$ cat config.mk
export PLATFORM = sky130hd
export DESIGN_NAME = df_tile_iter
export DESIGN_NICKNAME = d
export VERILOG_FILES = /design/src/rtl/df_ctrl_pkg.sv /design/src/rtl/df_loop_cnt.sv /design/src/rtl/df_tile_iter.sv
export SDC_FILE = /design/constraint.sdc
export NUM_CORES = 2
export LEC_CHECK = 0
export CAP_MARGIN = 20
export CORE_AREA = 2 2 482 245
export CTS_BUF_LIST = sky130_fd_sc_hd__clkbuf_4
export DETAILED_ROUTE_END_ITERATION = 16
export DIE_AREA = 0 0 484 247
export PLACE_DENSITY = 0.65
export REMOVE_ABC_BUFFERS = 1
export SKIP_LAST_GASP = 1
export SYNTH_ARGS = -nofsm -noshare
export SYNTH_HDL_FRONTEND = slang
export SYNTH_SLANG_ARGS = --single-unit
$ cat constraint.sdc
create_clock -name i_clk -period 31.7 [get_ports i_clk]
set_input_delay 4.755 -clock i_clk [delete_from_list [all_inputs] [get_ports i_clk]]
set_output_delay 4.755 -clock i_clk [all_outputs]
set_load 0.02 [all_outputs]
$ cat src/rtl/df_ctrl_pkg.sv
// Shared types and constants for the dataflow controller.
// Holds the tile-walker loop order, limit/step groupings and the dimension and
// stream index map used by df_tile_iter and df_loop_cnt.
package df_ctrl_pkg;

   localparam int NUM_TILE_DIMS    = 4;
   localparam int NUM_TILE_STREAMS = 3;

   localparam int TILE_CNT_W  = 16;
   localparam int TILE_ADDR_W = 32;

   // Dimension slots, matching the {c,k,y,x} packing of the limit bus.
   localparam int DIM_X = 0;
   localparam int DIM_Y = 1;
   localparam int DIM_K = 2;
   localparam int DIM_C = 3;

   // Stream slots inside each dimension's offset bank.
   localparam int STR_PSUMS   = 0;
   localparam int STR_IFMAPS  = 1;
   localparam int STR_WEIGHTS = 2;

   typedef enum logic {
      LOOP_C_INNER = 1'b0,
      LOOP_C_OUTER = 1'b1
   } loop_order_e;

   typedef enum logic [1:0] {
      ST_IDLE = 2'd0,
      ST_RUN  = 2'd1,
      ST_DONE = 2'd2
   } tile_state_e;

   typedef struct packed {
      logic [TILE_CNT_W-1:0] c;
      logic [TILE_CNT_W-1:0] k;
      logic [TILE_CNT_W-1:0] y;
      logic [TILE_CNT_W-1:0] x;
   } TileIterLims;

   // psums {k,y,x}, ifmaps {c,y,x}, weights {c,k}; index 0 is the LSB group.
   typedef struct packed {
      logic [2:0][TILE_ADDR_W-1:0] psums;
      logic [2:0][TILE_ADDR_W-1:0] ifmaps;
      logic [1:0][TILE_ADDR_W-1:0] weights;
   } TileIterSteps;

endpackage

$ cat src/rtl/df_loop_cnt.sv
// One loop dimension of the tile walker: index counter, wrap detect and one
// address offset accumulator per stream. A stream that ignores this dimension
// is fed a zero step, so its offset stays at zero.
module df_loop_cnt
   import df_ctrl_pkg::*;
#(
   parameter int CNT_W       = 16,
   parameter int ADDR_W      = 32,
   parameter int NUM_STREAMS = 3
) (
   input  logic                                i_clk,
   input  logic                                i_rst,
   input  logic                                i_clr,
   input  logic                                i_inc,
   input  logic [CNT_W-1:0]                    i_lim,
   input  logic [NUM_STREAMS-1:0][ADDR_W-1:0]  i_step,
   output logic                                o_at_lim,
   output logic                                o_at_zero,
   output logic [NUM_STREAMS-1:0][ADDR_W-1:0]  o_offs
);

   logic [CNT_W-1:0]                   cnt_q;
   logic [NUM_STREAMS-1:0][ADDR_W-1:0] offs_q;

   assign o_at_lim  = (cnt_q == i_lim);
   assign o_at_zero = (cnt_q == '0);
   assign o_offs    = offs_q;

   // Step or wrap the index and all stream offsets together.
   always_ff @(posedge i_clk or posedge i_rst) begin
      if (i_rst) begin
         cnt_q  <= '0;
         offs_q <= '0;
      end else if (i_clr) begin
         cnt_q  <= '0;
         offs_q <= '0;
      end else if (i_inc) begin
         if (o_at_lim) begin
            cnt_q  <= '0;
            offs_q <= '0;
         end else begin
            cnt_q <= cnt_q + CNT_W'(1);
            for (int s = 0; s < NUM_STREAMS; s++) begin
               offs_q[s] <= offs_q[s] + i_step[s];
            end
         end
      end
   end

endmodule

$ cat src/rtl/df_tile_iter.sv
// Tile-loop walker: emits one psums/ifmaps/weights descriptor per handshake,
// walking the x/y/k/c loop nest in one of two orders.
// Optional macro DF_TILE_ITER_PERF_EN adds a saturating stall counter on
// o_stall_cnt; without it the port is tied to zero.
//
// state   | meaning
// IDLE    | waiting for i_start, config not yet latched
// RUN     | presenting descriptors, advancing on each handshake
// DONE    | one-cycle o_done pulse after the final handshake
module df_tile_iter
   import df_ctrl_pkg::*;
#(
   parameter int ADDR_W = 32,
   parameter int CNT_W  = 16
) (
   input  logic                i_clk,
   input  logic                i_rst,
   input  logic                i_start,
   input  logic                i_abort,
   input  logic                i_order,
   input  logic [4*CNT_W-1:0]  i_lim,
   input  logic [ADDR_W-1:0]   i_psums_base,
   input  logic [ADDR_W-1:0]   i_ifmaps_base,
   input  logic [ADDR_W-1:0]   i_weights_base,
   input  logic [3*ADDR_W-1:0] i_psums_step,
   input  logic [3*ADDR_W-1:0] i_ifmaps_step,
   input  logic [2*ADDR_W-1:0] i_weights_step,
   output logic                o_valid,
   input  logic                i_ready,
   output logic [ADDR_W-1:0]   o_psums_addr,
   output logic [ADDR_W-1:0]   o_ifmaps_addr,
   output logic [ADDR_W-1:0]   o_weights_addr,
   output logic                o_first_c,
   output logic                o_last_c,
   output logic                o_last,
   output logic                o_busy,
   output logic                o_done,
   output logic [31:0]         o_stall_cnt
);

   localparam int NS = NUM_TILE_STREAMS;

   tile_state_e         state_q;
   loop_order_e         order_q;
   logic                valid_q;
   logic                done_q;
   logic [4*CNT_W-1:0]  lim_q;
   logic [ADDR_W-1:0]   psums_base_q, ifmaps_base_q, weights_base_q;
   logic [3*ADDR_W-1:0] psums_step_q, ifmaps_step_q;
   logic [2*ADDR_W-1:0] weights_step_q;

   logic [NUM_TILE_DIMS-1:0]                  dim_inc, dim_at_lim, dim_at_zero;
   logic [NUM_TILE_DIMS-1:0][NS-1:0][ADDR_W-1:0] dim_step, dim_offs;
   logic start_acc, hs, all_lim;
   logic inc_x, inc_y, inc_k, inc_c;
   logic unused_at_zero;

   assign start_acc      = (state_q == ST_IDLE) & i_start;
   assign hs             = valid_q & i_ready & ~i_abort;
   assign all_lim        = &dim_at_lim;
   assign unused_at_zero = &dim_at_zero[DIM_K:DIM_X];

   // Control FSM; also latches the walk configuration on an accepted start.
   always_ff @(posedge i_clk or posedge i_rst) begin
      if (i_rst) begin
         state_q        <= ST_IDLE;
         order_q        <= LOOP_C_INNER;
         valid_q        <= 1'b0;
         done_q         <= 1'b0;
         lim_q          <= '0;
         psums_base_q   <= '0;
         ifmaps_base_q  <= '0;
         weights_base_q <= '0;
         psums_step_q   <= '0;
         ifmaps_step_q  <= '0;
         weights_step_q <= '0;
      end else begin
         done_q <= 1'b0;
         case (state_q)
            ST_IDLE: begin
               if (i_start) begin
                  state_q        <= ST_RUN;
                  valid_q        <= 1'b1;
                  order_q        <= loop_order_e'(i_order);
                  lim_q          <= i_lim;
                  psums_base_q   <= i_psums_base;
                  ifmaps_base_q  <= i_ifmaps_base;
                  weights_base_q <= i_weights_base;
                  psums_step_q   <= i_psums_step;
                  ifmaps_step_q  <= i_ifmaps_step;
                  weights_step_q <= i_weights_step;
               end
            end
            ST_RUN: begin
               if (i_abort) begin
                  state_q <= ST_IDLE;
                  valid_q <= 1'b0;
               end else if (hs && all_lim) begin
                  state_q <= ST_DONE;
                  valid_q <= 1'b0;
                  done_q  <= 1'b1;
               end
            end
            ST_DONE: state_q <= ST_IDLE;
            default: begin
               state_q <= ST_IDLE;
               valid_q <= 1'b0;
            end
         endcase
      end
   end

   // Carry chain: the innermost dim steps on every handshake, each outer dim
   // steps when everything inside it is at its limit.
   always_comb begin
      inc_x = 1'b0;
      inc_y = 1'b0;
      inc_k = 1'b0;
      inc_c = 1'b0;
      if (order_q == LOOP_C_INNER) begin
         inc_c = hs;
         inc_x = inc_c & dim_at_lim[DIM_C];
         inc_y = inc_x & dim_at_lim[DIM_X];
         inc_k = inc_y & dim_at_lim[DIM_Y];
      end else begin
         inc_x = hs;
         inc_y = inc_x & dim_at_lim[DIM_X];
         inc_c = inc_y & dim_at_lim[DIM_Y];
         inc_k = inc_c & dim_at_lim[DIM_C];
      end
   end

   assign dim_inc = {inc_c, inc_k, inc_y, inc_x};

   // Route each stream's steps to the dims it depends on; the rest stay zero.
   always_comb begin
      dim_step = '0;
      dim_step[DIM_X][STR_PSUMS]   = psums_step_q[0 +: ADDR_W];
      dim_step[DIM_Y][STR_PSUMS]   = psums_step_q[ADDR_W +: ADDR_W];
      dim_step[DIM_K][STR_PSUMS]   = psums_step_q[2*ADDR_W +: ADDR_W];
      dim_step[DIM_X][STR_IFMAPS]  = ifmaps_step_q[0 +: ADDR_W];
      dim_step[DIM_Y][STR_IFMAPS]  = ifmaps_step_q[ADDR_W +: ADDR_W];
      dim_step[DIM_C][STR_IFMAPS]  = ifmaps_step_q[2*ADDR_W +: ADDR_W];
      dim_step[DIM_K][STR_WEIGHTS] = weights_step_q[0 +: ADDR_W];
      dim_step[DIM_C][STR_WEIGHTS] = weights_step_q[ADDR_W +: ADDR_W];
   end

   for (genvar d = 0; d < NUM_TILE_DIMS; d++) begin : g_dim
      df_loop_cnt #(
         .CNT_W       (CNT_W),
         .ADDR_W      (ADDR_W),
         .NUM_STREAMS (NS)
      ) u_cnt (
         .i_clk     (i_clk),
         .i_rst     (i_rst),
         .i_clr     (start_acc),
         .i_inc     (dim_inc[d]),
         .i_lim     (lim_q[d*CNT_W +: CNT_W]),
         .i_step    (dim_step[d]),
         .o_at_lim  (dim_at_lim[d]),
         .o_at_zero (dim_at_zero[d]),
         .o_offs    (dim_offs[d])
      );
   end

   // Address = base + sum of that stream's offsets, wrapping mod 2^ADDR_W.
   always_comb begin
      o_psums_addr   = psums_base_q;
      o_ifmaps_addr  = ifmaps_base_q;
      o_weights_addr = weights_base_q;
      for (int d = 0; d < NUM_TILE_DIMS; d++) begin
         o_psums_addr   = o_psums_addr   + dim_offs[d][STR_PSUMS];
         o_ifmaps_addr  = o_ifmaps_addr  + dim_offs[d][STR_IFMAPS];
         o_weights_addr = o_weights_addr + dim_offs[d][STR_WEIGHTS];
      end
   end

   // Flags are qualified by o_valid so they read zero outside a descriptor.
   assign o_valid   = valid_q;
   assign o_first_c = valid_q & dim_at_zero[DIM_C];
   assign o_last_c  = valid_q & dim_at_lim[DIM_C];
   assign o_last    = valid_q & all_lim;
   assign o_busy    = (state_q != ST_IDLE);
   assign o_done    = done_q;

`ifdef DF_TILE_ITER_PERF_EN
   logic [31:0] stall_q;

   // Count back-pressure cycles of the current walk, saturating.
   always_ff @(posedge i_clk or posedge i_rst) begin
      if (i_rst) begin
         stall_q <= '0;
      end else if (start_acc) begin
         stall_q <= '0;
      end else if (valid_q && !i_ready && (stall_q != '1)) begin
         stall_q <= stall_q + 32'd1;
      end
   end

   assign o_stall_cnt = stall_q;
`else
   assign o_stall_cnt = '0;
`endif

endmodule

==> impl_metrics.yaml <==
setup_path:
  max_stage_delay_ns: 0.71
  start_kind: "flip-flop"
  critical_path_cell_list: "inv_1, fa_1, inv_1, fa_1, ha_1, inv_1, fa_1, nor2b_1, o21a_1, o21ai_0, a211oi_1, o221a_2, o21ai_0, o211ai_1, a311o_1, a21oi_1, xnor2_1, clkdlybuf4s50_1"
  critical_path_peak_fanout: 4
  crit_path_top_delay_cell: "sky130_fd_sc_hd__a211oi_1"
  path_buf_inv: 4
  cp.required_ns: 26.95
  regToRegSetupSlack_ns: 27.30
  crit_type: "reg2out"
  cpLargestDelayFamily: "compound AO/OA/AOI/OAI gates"
  arrival_time_of_the_worst_setup_path_ns: 6.98
  cp-end-kind: "output port"
final_layout:
  nFillCells: 10700
  syn_to_final_growth_pct: 18.0
  final_nets: 6929
  total_non_filler_cell_area_in_the_finished_layout_um2: 60700
  commonest_non_fill_non_tap_cell_in_the_layout: "sky130_fd_sc_hd__dfrtp_1"
  layout.cells.most_common_list: "sky130_fd_sc_hd__dfrtp_1, sky130_fd_sc_hd__inv_1, sky130_fd_sc_hd__clkdlybuf4s50_1"
  drive_gt1_share_pct: 12.3
power_and_ir_drop:
  cellPowerDensity_nw_per_um2: 128
  static-leakage-power_uw: 0.0284
  power_frac_seq_pct: 17.9
  switching_pwr_uw: 3820
  power.ir.vdd_worst_uv: 334
  intPower_uw: 3960
  pwr-share-comb_pct: 71.3
  p_sw_share_pct: 49.1
  clock_power_share_pct: 10.8
synthesis:
  synth_simple_gate_area_share_pct: 10.5
  yosysSeqAreaShare_pct: 36.0
  netlist-cell-type-count: 81
  edff_count_synth: 0
  mappedNetlistArea_um2: 51500
  yosys_warnings: 0
  synth_compound_area_share_pct: 16.2
  synthCells: 5285
  synthXorXnorAreaFrac_pct: 6.18
  synthesis.area_per_instance_um2: 9.74
  synthMuxAreaShare_pct: 7.99
  synth-main-ff-cell: "sky130_fd_sc_hd__dfrtp_1"
  synth_top_family_by_area: "adder cells"
  synthArstFlopShare_pct: 100
  synthAdderAreaFrac_pct: 17.4
  ys_seq_elements: 741
cts:
  cts_tree: "built"
  insertion_delay_ns: 1.16
  cts.htree.levels: 4
  postCtsSetupRepairBufs: 0
  clk_root_buffer_cell: "sky130_fd_sc_hd__clkbuf_4"
  post_cts_sizing: 0
  clk_pin_slew_ns: 0.07
  cts-buffers-inserted: 188
  cts.hold.buffers_added: 0
  clockBufferDepth: 3
  cts.sink_count: 741
sta:
  final_min_period_over_clock_period_pct: 37.0
  worst_slew_margin_rel_pct: 24.8
  timing.fmax_ghz: 0.0852
  min_period_ns: 11.73
  setup_viol_count_final: 0
  worst_slew_pin_slew_ns: 1.13
  rsz0062_at_grt: "false"
  report.final.slew_viol_count: 0
  finalSetupTns_ns: 0
  hold_viol_final: 0
  final.setup_skew_ns: 0.101
drt:
  drtIter0Drc: 3555
  detail_route.vias_per_cell: 5.44
  total_routed_length_um: 158000
  route.detailed.drc: 0
  vias: 41400
  firstDrtPassIters: 6
  drtAntennaViolNets: 0
  drt-wirelength-per-cell_um: 20.8
floorplanning:
  top_level_ports: 556
  initial_utilization_pct: 44.4
  row_count: 89
  dieHeight_um: 247
  die_footprint_um2: 120000
  horiz_die_dim_um: 484
  core_area_um2: 116000
hold_path:
  holdCritPathClass: "reg2reg"
flow_run:
  drv.max_cap_violation_count: 0
place:
  place.gp.congestion: 0.962
  count_of_input_and_output_buffers: 523
  hpwl_um: 121000
  placedInstanceArea_um2: 58400
global_routing:
  grt_antenna_before_repair: 30
  grtUsageTotal_pct: 26.2
  grt.overflow.total: 0
  grt_start_max_net_pins: 160
  first_pass_grt_wire_length_um: 240000
  first_global_vias: 39000
outcome:
  outcome: "finished clean"
area by class of cell:
cell class / instances / area (um^2) / share of cell area (%)
Antenna cell: 12 / 30.0 / 0.0494
Clock buffer: 255 / 1910 / 3.15
Clock inverter: 72 / 364 / 0.599
Inverter: 555 / 2090 / 3.44
Multi-Input combinational cell: 3861 / 30300 / 49.9
Sequential cell: 741 / 18500 / 30.5
Tap cell: 1547 / 1940 / 3.19
Timing Repair Buffer: 560 / 5550 / 9.14
routing by layer:
layer | global-route usage [%] | share of wire (%) | vias to the layer above | wire [um]
met3 | 6.40 | 8.5 | 207 | 13400
met1 | 41.3 | 50 | 20000 | 79400
met4 | 5.96 | 1.6 | 4 | 2550
met2 | 35.3 | 40 | 1423 | 63000
li1 | - | - | 19700 | -
met5 | 0 | 0.021 | - | 33
state kept, by name (all words and copies together) (netlist names):
register	flops
g_dim.u_cnt.o_offs	256
g_dim.u_cnt.cnt_q	64
weights_step_q	64
lim_q	64
order_q	1
state_q	2
o_valid	1
o_done	1
psums_step_q	96
psums_base_q	32
ifmaps_step_q	96
ifmaps_base_q	32
weights_base_q	32
power groups by stage:
stage | clock [uW] | sequential [uW] | combinational [uW]
6_report | 839 | 1400 | 5550
2_1_floorplan | 0 | 1330 | 3660
3_3_place_gp | 0 | 1400 | 5430
4_1_cts | 868 | 1390 | 5520
5_1_grt | 916 | 1430 | 6020
3_5_place_dp | 0 | 1410 | 5480
cells by family after synthesis:
group           after synthesis
flops                       741
simple gates               1129
fa+ha+maj                   600
xor+xnor                    363
other cells                   2
buf+inv                     745
mux                         366
compound gates             1339
Yosys cell counts (11+ instances only):
library cell / instances / area [um^2]
sky130_fd_sc_hd__a21o_1: 148 / 1110
sky130_fd_sc_hd__o21ai_0: 441 / 2210
sky130_fd_sc_hd__a31oi_1: 35 / 219
sky130_fd_sc_hd__and3_1: 69 / 432
sky130_fd_sc_hd__a32o_1: 11 / 110
sky130_fd_sc_hd__dfrtp_1: 741 / 18500
sky130_fd_sc_hd__nand4_1: 49 / 307
sky130_fd_sc_hd__a22o_1: 28 / 245
sky130_fd_sc_hd__nand2_1: 435 / 1630
sky130_fd_sc_hd__xnor2_1: 232 / 2030
sky130_fd_sc_hd__and2_1: 20 / 125
sky130_fd_sc_hd__o21bai_1: 47 / 353
sky130_fd_sc_hd__xor2_1: 131 / 1150
sky130_fd_sc_hd__buf_4: 32 / 240
sky130_fd_sc_hd__a21oi_1: 318 / 1590
sky130_fd_sc_hd__nand2b_1: 37 / 231
sky130_fd_sc_hd__or3_1: 28 / 175
sky130_fd_sc_hd__nand3_1: 88 / 440
sky130_fd_sc_hd__nor3_1: 54 / 270
sky130_fd_sc_hd__nor3b_1: 15 / 113
sky130_fd_sc_hd__clkbuf_1: 138 / 518
sky130_fd_sc_hd__nor2b_1: 38 / 238
sky130_fd_sc_hd__inv_1: 555 / 2080
sky130_fd_sc_hd__mux2_2: 359 / 4040
sky130_fd_sc_hd__o31ai_1: 48 / 360
sky130_fd_sc_hd__fa_1: 193 / 3860
sky130_fd_sc_hd__ha_1: 407 / 5090
sky130_fd_sc_hd__nor4_1: 12 / 75.1
sky130_fd_sc_hd__o21a_1: 44 / 330
sky130_fd_sc_hd__nor2_1: 214 / 803
sky130_fd_sc_hd__or2_2: 23 / 144
sky130_fd_sc_hd__a21boi_0: 18 / 135
sky130_fd_sc_hd__a211oi_1: 30 / 225
sky130_fd_sc_hd__o22ai_1: 31 / 194
sky130_fd_sc_hd__buf_1: 16 / 60.1
sky130_fd_sc_hd__o211ai_1: 29 / 218
path summary, 6_finish.rpt:
kind                                                  startpoint                               endpoint  cells past startpoint
setup / recovery           g_dim[2].u_cnt.o_offs[65]$_DFFE_PP0P_                     o_weights_addr[31]                     18
hold / removal                     ifmaps_step_q[67]$_DFFE_PP0P_          ifmaps_step_q[67]$_DFFE_PP0P_                      1
setup reg to reg           g_dim[3].u_cnt.o_offs[64]$_DFFE_PP0P_  g_dim[3].u_cnt.o_offs[94]$_DFFE_PP0P_                     13
hold reg to reg                    ifmaps_step_q[67]$_DFFE_PP0P_          ifmaps_step_q[67]$_DFFE_PP0P_                      1
max in group asynchronous                                  i_rst                  lim_q[11]$_DFFE_PP0P_                      6
min in group asynchronous                                  i_rst  g_dim[2].u_cnt.o_offs[69]$_DFFE_PP0P_                      2
through the flow:
step           setup WS, ns  utilization, %  std cells  power, uW  hold WS [ns]
2_1_floorplan        -43.05               -       5157       5000         0.471
3_3_place_gp          21.41            50.3       7261       6830         0.490
3_5_place_dp          21.31            50.3       7261       6900         0.495
4_1_cts               19.94            52.3       7588       7790         0.506
5_1_grt               19.62            52.3       7602       8370         0.527
6_report              19.97            52.3       7603       7780         0.512
(Power assumes the default switching activity.)
